`src/rtl/cache_request_sequencer.sv`:
```
// ============================================================================
//  Module      : cache_request_sequencer
//  Description : Issues NUM_REQ strided cache addresses to the controller and
//                counts hits/misses as each request is decoded.
//  Revision    : 1.0  initial release
// ============================================================================
`default_nettype none

module cache_request_sequencer #(
    parameter int                ADDR_W     = 15,
    parameter int                CNT_W      = 16,
    parameter logic [ADDR_W-1:0] START_ADDR = '0,
    parameter int                STRIDE     = 1,
    parameter int                NUM_REQ    = 8
) (
    input  logic              clk,
    input  logic              clear,
    input  logic              start,
    input  logic              ready,
    input  logic              hit,
    input  logic              cache_read,
    output logic [ADDR_W-1:0] address,
    output logic              busy,
    output logic              done,
    output logic [CNT_W-1:0]  hit_count,
    output logic [CNT_W-1:0]  miss_count
);

    localparam logic [ADDR_W-1:0] c_STRIDE  = ADDR_W'(STRIDE);
    localparam logic [CNT_W-1:0]  c_NUM_REQ = CNT_W'(NUM_REQ);
    localparam logic [CNT_W-1:0]  c_ONE     = CNT_W'(1);

    typedef enum logic [1:0] {
        S_IDLE  = 2'd0,
        S_ISSUE = 2'd1,
        S_WAIT  = 2'd2,
        S_DONE  = 2'd3
    } state_t;

    state_t            r_state;
    logic [ADDR_W-1:0] r_address;
    logic [CNT_W-1:0]  r_remaining;
    logic [CNT_W-1:0]  r_hit_count;
    logic [CNT_W-1:0]  r_miss_count;
    logic              r_busy;
    logic              r_done;

    always_ff @(posedge clk) begin
        if (!clear) begin
            r_state      <= S_IDLE;
            r_address    <= '0;
            r_remaining  <= '0;
            r_hit_count  <= '0;
            r_miss_count <= '0;
            r_busy       <= 1'b0;
            r_done       <= 1'b0;
        end else begin
            case (r_state)
                S_IDLE, S_DONE: begin
                    if (start) begin
                        r_address    <= START_ADDR;
                        r_remaining  <= c_NUM_REQ;
                        r_hit_count  <= '0;
                        r_miss_count <= '0;
                        r_done       <= 1'b0;
                        r_busy       <= 1'b1;
                        r_state      <= S_ISSUE;
                    end
                end
                S_ISSUE: begin
                    // A transaction already in flight at start time is skipped:
                    // only a fresh DECODE (ready) is accepted and counted here.
                    if (ready) begin
                        if (hit) begin
                            r_hit_count <= r_hit_count + c_ONE;
                        end else begin
                            r_miss_count <= r_miss_count + c_ONE;
                        end
                        r_state <= S_WAIT;
                    end
                end
                S_WAIT: begin
                    if (cache_read) begin
                        r_remaining <= r_remaining - c_ONE;
                        if (r_remaining == c_ONE) begin
                            r_busy  <= 1'b0;
                            r_done  <= 1'b1;
                            r_state <= S_DONE;
                        end else begin
                            r_address <= r_address + c_STRIDE;
                            r_state   <= S_ISSUE;
                        end
                    end
                end
                default: r_state <= S_IDLE;
            endcase
        end
    end

    assign address    = r_address;
    assign busy       = r_busy;
    assign done       = r_done;
    assign hit_count  = r_hit_count;
    assign miss_count = r_miss_count;

endmodule

`default_nettype wire

```
`config.mk`:
```
export PLATFORM = sky130hd
export DESIGN_NAME = cache_request_sequencer
export DESIGN_NICKNAME = d
export VERILOG_FILES = /design/src/rtl/cache_request_sequencer.sv
export SDC_FILE = /design/constraint.sdc
export NUM_CORES = 1
export LEC_CHECK = 0
export ABC_AREA = 1
export CAP_MARGIN = 20
export CORE_ASPECT_RATIO = 1.5
export CORE_UTILIZATION = 52
export CTS_CLUSTER_SIZE = 28
export DETAILED_ROUTE_END_ITERATION = 8
export PLACE_DENSITY = 0.86
export SYNTH_ARGS = -nofsm -noshare
export SYNTH_HDL_FRONTEND = slang
export SYNTH_SLANG_ARGS = --single-unit
```
`constraint.sdc`:
```
create_clock -name clk -period 4.6 [get_ports clk]
set_clock_uncertainty 0.05 [all_clocks]
set_input_delay 1.38 -clock clk [delete_from_list [all_inputs] [get_ports clk]]
set_output_delay 1.38 -clock clk [all_outputs]
set_load 0.02 [all_outputs]
```
# Yosys cells after proc, flatten, opt, wreduce, memory -nomap -nowiden
# Cells that the tools add are included.
totals:
  reg_bits: 67
  in_bits: 6
  output_inout_bits: 49
  elab_cells: 59
op_classes:
  addsub: 4
  n_eq_ne: 11
  mux: 27
  reduce_logical: 10
ops:
  columns: ["operator", "count"]
  rows:
  - ["$mux 16", 7]
  - ["$pmux 16 s2", 3]
  - ["$mux 15", 3]
  - ["$add 16x1->16 const B", 2]
  - ["$pmux 15 s2", 1]
  - ["$eq 16x1->1 const B", 1]
  - ["$reduce_and 4->1", 4]
  - ["$sub 16x1->16 const B", 1]
  - ["$add 15x1->15 const B", 1]
  - ["$ne 2x2->1 const B", 7]
  - ["$mux 2", 4]
  - ["$mux 1", 6]
  - ["$pmux 2 s3", 1]
  - ["$reduce_and 3->1", 2]
  - ["$eq 2x2->1 const B", 2]
  - ["$pmux 1 s2", 2]
  - ["$reduce_bool 2->1", 2]
  - ["$eq 2x1->1 const B", 1]
  - ["$logic_not 2->1", 1]
  - ["$reduce_or 2->1", 1]

# Longest topological paths before layout
# Gate-level depths: netlist of the first run.
logic_depth:
  word_depth: 4
  ltp_mapped: 12
  mapped_depth_nobuf: 12

# Worst setup path after synthesis of the first run
# Ideal clock, no wire load.
synth_path:
  path_kind: "in2reg"
  start: "in start"
  end: "reg r_address[4] (netlist: address[4])"
  setup_ns: 0.117
  arrival_time_ns: 2.252
  path_slack_ns: 2.181
  path_stages: 10
  path_buffers: 1
  cell_sequence: "inv_1 nand2_1 nand2_2 nor2_4 nand2_1 nand2_1 inv_2 buf_6 o21ai_0 nor2_1"
synth_between:
  elab_chain_len: 2
synth_lines:
  columns: ["item", "line_no", "text"]
  rows:
  - ["start: declaration", "18", "input logic start,"]
  - ["$ne 2x2->1 (no line)", null, null]
  - ["$reduce_and 4->1 (no line)", null, null]
  - ["end signal: assignment", "90", "r_address <= r_address + c_STRIDE;"]
  - ["end: declaration", "41", "logic [ADDR_W-1:0] r_address;"]
# No other way between the ends.
# A chain may end at the register's enable or synchronous reset.

==> impl_metrics.yaml, run 1 <==
routing:
  first_pass_iters: 4
  ant_nets: 0
  drc: 0
  routed_via_density: 5.130
  vias: 3396
  drt_wl_total_mm: 7.482
  drtIter0Drc: 112
  routedWlPerCell_microns: 11.30
die:
  fp.dieH_microns: 102.3
  start_util_pct: 53.74
  io_pins: 55
  core-area_sq_um: 6486
  fp.dieW_microns: 68.85
  num_rows: 36
  die-area_sq_um: 7042
clock_tree:
  post_cts_resized: 0
  holdBufCountCts: 0
  cts_tree: "done"
  clkLatencyLatePin_ns: 0.35
  numClockSinks: 67
  htree_levels: 3
  clock_path_buffers: 2
  cts_setup_buffers: 0
  cts_root_buffer: "clkbuf_8"
  cts_buffers: 9
  clk_pin_slew_ns: 0.07
power:
  ir_drop_uv: 242.1
  leakage_nw: 1.772
  power_frac_seq_pct: 37.8
  internal_power_mw: 1.031
  p_sw_share_pct: 42.37
  clock_power_share_pct: 22.3
  p_per_area_nw_per_um2: 425.7
  p_comb_share_pct: 39.9
  power.switching_mw: 0.7581
  p_total_mw: 1.789
worst_hold_path:
  min_to: "miss_count[4]$_SDFFE_PN0P_"
  min_from: "miss_count[4]$_SDFFE_PN0P_"
  hold_path_depth: 2
  hold_class: "reg2reg"
placed_design:
  gp_congestion: 0.8362
  place_area_sq_um: 4055
  io_buffers: 54
  dp_hpwl_mm: 5.576
worst_setup_path:
  path_delay_family: "buffers and inverters"
  critical_path.cell_chain: "clkdlybuf4s50_1, nand2_1, inv_1, nand2_1, o21ai_0, o21ai_0, inv_1"
  critPathArrivalTime_ns: 3.24
  worstPathRequired_ns: 4.85
  r2r_slack_ns: 2.39
  endpoint_kind: "flip-flop"
  critical_path.max_fanout: 24
  r2r_end: "address[4]$_SDFFE_PN0P_"
  reg2reg_from: "r_state[0]$_SDFFE_PN0P_"
  rr_worst_depth: 10
  path_buf_inv: 3
  slowest_stage: "clkdlybuf4s50_1"
  critPathKind: "in2reg"
  critPathMaxStageDelay_ns: 0.68
  crit_path_start_kind: "input pin"
global_route:
  grt_pass1_vias: 3158
  grt_pass1_wl_mm: 12.63
  gr-usage-all-layers_pct: 23.51
  grt_antenna_before_repair: 0
  grt_max_degree: 25
  grt.overflow.total: 0
synth:
  postSynthCellCount: 526
  synth_edf_count: 0
  ys.flop_type: "dfxtp_1"
  avgSynthCellArea_sq_um: 6.627
  yosys.cell_count.top_type: "nand2_1"
  yosys_register_bits: 67
  yosysSeqAreaShare_pct: 38.48
  ys_types: 31
  synth_warnings: 0
  synth_largest_area_cell: "dfxtp_1"
  ys_top_cells_by_area: "dfxtp_1, nand2_1, nor2_1, inv_1, nand3_1"
  synth.top_cell.area_share_pct: 38.48
  synth_area_sq_um: 3486
  synth_fp_nets: 540
  async_flop_share_pct: 0
  yosys-top-cells-count: "nand2_1, nor2_1, inv_1"
sta:
  rsz0062_at_grt: "false"
  post-route-period-util_pct: 65.14
  max_slew_margin_pct: 55.39
  tightest_slew_ns: 0.6685
  finalHoldViolCount: 0
  setup_viol: 0
  min_period_ns: 2.997
  fin_tns_setup_ns: 0
  slew_violations: 0
  max_freq_ghz: 0.3337
finish:
  antenna_cells: 0
  utilization_pct: 64.80
  nNetsFinal: 597
  fin_area_sq_um: 4203
  layout-drive-gt1-share_pct: 5.631
  syn2layout_area_growth_pct: 20.57
run_status:
  outcome: "finished, final reports clean"
job:
  max_cap_viol_count: 0
## worst max-delay path by stage
| stage | from | endpoint | slack (ns) | cells past startpoint |
|---|---|---|---|---|
| 2_1_floorplan | start | address[4]$_SDFFE_PN0P_ | 2.18 | 10 |
| 3_3_place_gp | clear | hit_count[8]$_SDFFE_PN0P_ | 1.27 | 7 |
| 3_5_place_dp | clear | hit_count[8]$_SDFFE_PN0P_ | 1.23 | 7 |
| 4_1_cts | clear | hit_count[8]$_SDFFE_PN0P_ | 1.59 | 7 |
| 5_1_grt | clear | hit_count[8]$_SDFFE_PN0P_ | 1.35 | 7 |
| 6_report | clear | hit_count[8]$_SDFFE_PN0P_ | 1.60 | 7 |
## stage by stage
stage                     hold slack [ns]  std cells  setup WS (ns)
after detailed placement           0.4205        648          1.235
final                              0.4248        662          1.603
after floorplan                    0.3935        526          2.181
after CTS                          0.4324        662          1.594
after global routing               0.4730        662          1.352
after global placement             0.4092        648          1.270
## metal layers
layer | routed length (microns) | vias to the layer above | global-route usage (%) | share of wire, %
li1 | - | 1772 | - | -
met1 | 3183 | 1540 | 23.73 | 43
met2 | 3803 | 70 | 42.57 | 51
met3 | 348 | 14 | 6.027 | 4.7
met4 | 147 | 0 | 12.24 | 2.0
met5 | 0 | - | 0 | 0
## cell families (layout without fill, tap and decap cells)
family	after synthesis	count (layout)	share of synthesized area, %
simple gates	294	294	36.65
buf+inv	90	150	10.73
flops	67	67	38.48
xor+xnor	2	2	0.5026
fa+ha+maj	8	8	2.872
compound gates	65	65	10.77
## flip-flops by register name, summed over array words and instances, names as in the netlist
register     count
r_remaining     16
address         15
r_state          2
hit_count       16
busy             1
miss_count      16
done             1
## cells in the final DEF (no fill, tap or decap)
| cell type | instances |
|---|---|
| o21ai_0 | 25 |
| o21ai_1 | 1 |
| nor2_4 | 6 |
| clkinv_1 | 1 |
| o32ai_1 | 1 |
| xor2_1 | 2 |
| nand4_1 | 11 |
| ha_1 | 8 |
| and2_4 | 1 |
| nand3_1 | 26 |
| o22ai_1 | 1 |
| nand2_1 | 130 |
| inv_1 | 78 |
| a211oi_1 | 1 |
| o211a_1 | 2 |
| nand3b_1 | 4 |
| nor3_1 | 11 |
| nor2_1 | 92 |
| o21ai_4 | 1 |
| o21bai_1 | 5 |
| a21oi_1 | 21 |
| clkbuf_1 | 1 |
| nand2_2 | 5 |
| clkinv_2 | 4 |
| nor4_1 | 2 |
| clkdlybuf4s50_1 | 54 |
| nor3b_1 | 2 |
| nor2_2 | 4 |
| inv_2 | 3 |
| a31oi_1 | 7 |
| dfxtp_1 | 67 |
| clkbuf_8 | 9 |
## layout make-up
type,instances,area (sq um)
Clock buffer,10,127.6
Clock inverter,4,20.02
Fill cell,592,2283
Inverter,82,307.8
Multi-Input combinational cell,369,1770
Sequential cell,67,1341
Tap cell,76,95.09
Timing Repair Buffer,54,540.5
## worst min-delay path, cell delays in order, from the launching register on
cell and delay (ns):
dfxtp_1 0.33, inv_1 0.05, a21oi_1 0.05
## power groups by stage
stage | clock network [mW] | logic [mW] | registers [mW]
CTS | 0.405 | 0.711 | 0.675
global route | 0.430 | 0.819 | 0.680
global placement | 0 | 0.689 | 0.684
finish | 0.399 | 0.715 | 0.676
detailed placement | 0 | 0.709 | 0.688
floorplan | 0 | 0.567 | 0.695
No activity file was read; power rests on OpenSTA's default activity.
==> run 2, diff against run 1 <==
clock period = 2.8 ns   (was 4.6 ns; I/O delays follow)
==> impl_metrics.yaml, run 2 (synthesis gave the netlist of run 1 again) <==
sta:
  tightest_slew_ns: 0.6916
  max_freq_ghz: 0.4313
  worst_slack_ns: 0.4813
  finalHoldViolCount: 0
  max_slew_margin_pct: 53.84
  rsz0062_at_grt: "false"
  whs_ns: 0.4267
  post-route-period-util_pct: 82.81
  slew_violations: 0
  min_period_ns: 2.319
  setup_viol: 0
  fin_tns_setup_ns: 0
clock_tree:
  cts_tree: "done"
  clk_pin_slew_ns: 0.07
  htree_levels: 3
  holdBufCountCts: 0
  cts_setup_buffers: 0
  post_cts_resized: 0
  numClockSinks: 67
  clock_path_buffers: 2
  cts_root_buffer: "clkbuf_8"
  clkLatencyLatePin_ns: 0.36
  cts_buffers: 9
worst_setup_path:
  critPathArrivalTime_ns: 1.43
  worstPathRequired_ns: 1.91
  path_delay_family: "buffers and inverters"
  critical_path.cell_chain: "clkdlybuf4s50_1"
  crit_path_start_kind: "flip-flop"
  critical_path.max_fanout: 5
  endpoint_kind: "primary output"
  critPathKind: "reg2out"
  rr_worst_depth: 11
  path_buf_inv: 1
  critical_path_depth: 1
  critPathMaxStageDelay_ns: 0.64
  slowest_stage: "clkdlybuf4s50_1"
die:
  num_rows: 36
  io_pins: 55
  die-area_sq_um: 7042
  fp.dieH_microns: 102.3
  start_util_pct: 53.74
  core-area_sq_um: 6486
  fp.dieW_microns: 68.85
finish:
  layout_common_cells: "nand2_1, nor2_1, inv_1"
  fin_area_sq_um: 4265
  nNetsFinal: 600
  mostFrequentLayoutCell: "nand2_1"
  antenna_cells: 0
  syn2layout_area_growth_pct: 22.36
  fill_cells: 574
  layout-drive-gt1-share_pct: 5.922
worst_hold_path:
  hold_path_depth: 2
  hold_class: "reg2reg"
global_route:
  grt_pass1_vias: 3140
  grt_antenna_before_repair: 0
  grt_max_degree: 25
  gr-usage-all-layers_pct: 23.48
  grt_pass1_wl_mm: 12.48
  grt.overflow.total: 0
placed_design:
  io_buffers: 54
  gp_congestion: 0.8186
  dp_hpwl_mm: 5.589
  place_area_sq_um: 4078
  place_ws_ns: 0.1588
job:
  max_cap_viol_count: 0
routing:
  drt_wl_total_mm: 7.479
  vias: 3453
  ant_nets: 0
  routedWlPerCell_microns: 11.21
  routed_via_density: 5.177
  drtIter0Drc: 144
  drc: 0
  first_pass_iters: 5
run_status:
  outcome: "finished, final reports clean"
power:
  p_total_mw: 3.097
  p_per_area_nw_per_um2: 726.1
  leakage_nw: 1.799
  ir_drop_uv: 484.6
run 2: changes by cell type in the layout (fill, tap and decap cells not counted):
cell / before / now
buf_4: 0 / 3
clkbuf_1: 1 / 4
clkinv_2: 4 / 1
bufinv_16: 0 / 1
clkbuf_8: 9 / 10
run 2: report_power, final:
group	switching, mW	internal, mW
combinational	0.823	0.372
clock	0.361	0.436
sequential	0.0691	1.04
total	1.25	1.84
run 2: cell type report:
type                       count  area, sq um  share of cell area (%)
clock buffer                  14        152.6                   3.579
clock inverter                 2        35.03                  0.8214
inverter                      82        307.8                   7.216
multi-input combinational    369         1770                   41.51
sequential                    67         1341                   31.45
tap                           76        95.09                   2.229
timing repair buffer          57        563.0                   13.20
run 2: worst reg2reg max path, cell delays in order (launching register included):
cell     delay, ns
dfxtp_1       0.38
inv_1         0.06
ha_1          0.35
inv_1         0.10
nor2_1        0.06
nand2_1       0.09
nand2_1       0.07
inv_1         0.51
nand2_1       0.15
o21ai_0       0.10
o21ai_0       0.10
inv_1         0.05
run 2: worst paths after layout:
path	from	end	slack, ns
setup reg to reg	r_state[0]$_SDFFE_PN0P_	hit_count[8]$_SDFFE_PN0P_	0.70
hold / removal	miss_count[4]$_SDFFE_PN0P_	miss_count[4]$_SDFFE_PN0P_	0.43
setup / recovery	address[5]$_SDFFE_PN0P_	address[5]	0.48
hold reg to reg	miss_count[4]$_SDFFE_PN0P_	miss_count[4]$_SDFFE_PN0P_	0.43
run 2: through the flow:
step	cells	util [%]
2_1_floorplan	526	-
3_3_place_gp	651	62.87
3_5_place_dp	651	62.87
4_1_cts	667	65.76
5_1_grt	667	65.76
6_report	667	65.76
run 2: per-layer routing:
layer	share of wire [%]	up-vias	track usage, %	wire [microns]
met4	2.0	0	10.83	148
met1	41	1569	23.86	3073
met5	0	-	0	0
li1	-	1781	-	-
met2	51	86	42.57	3851
met3	5.4	17	6.696	406
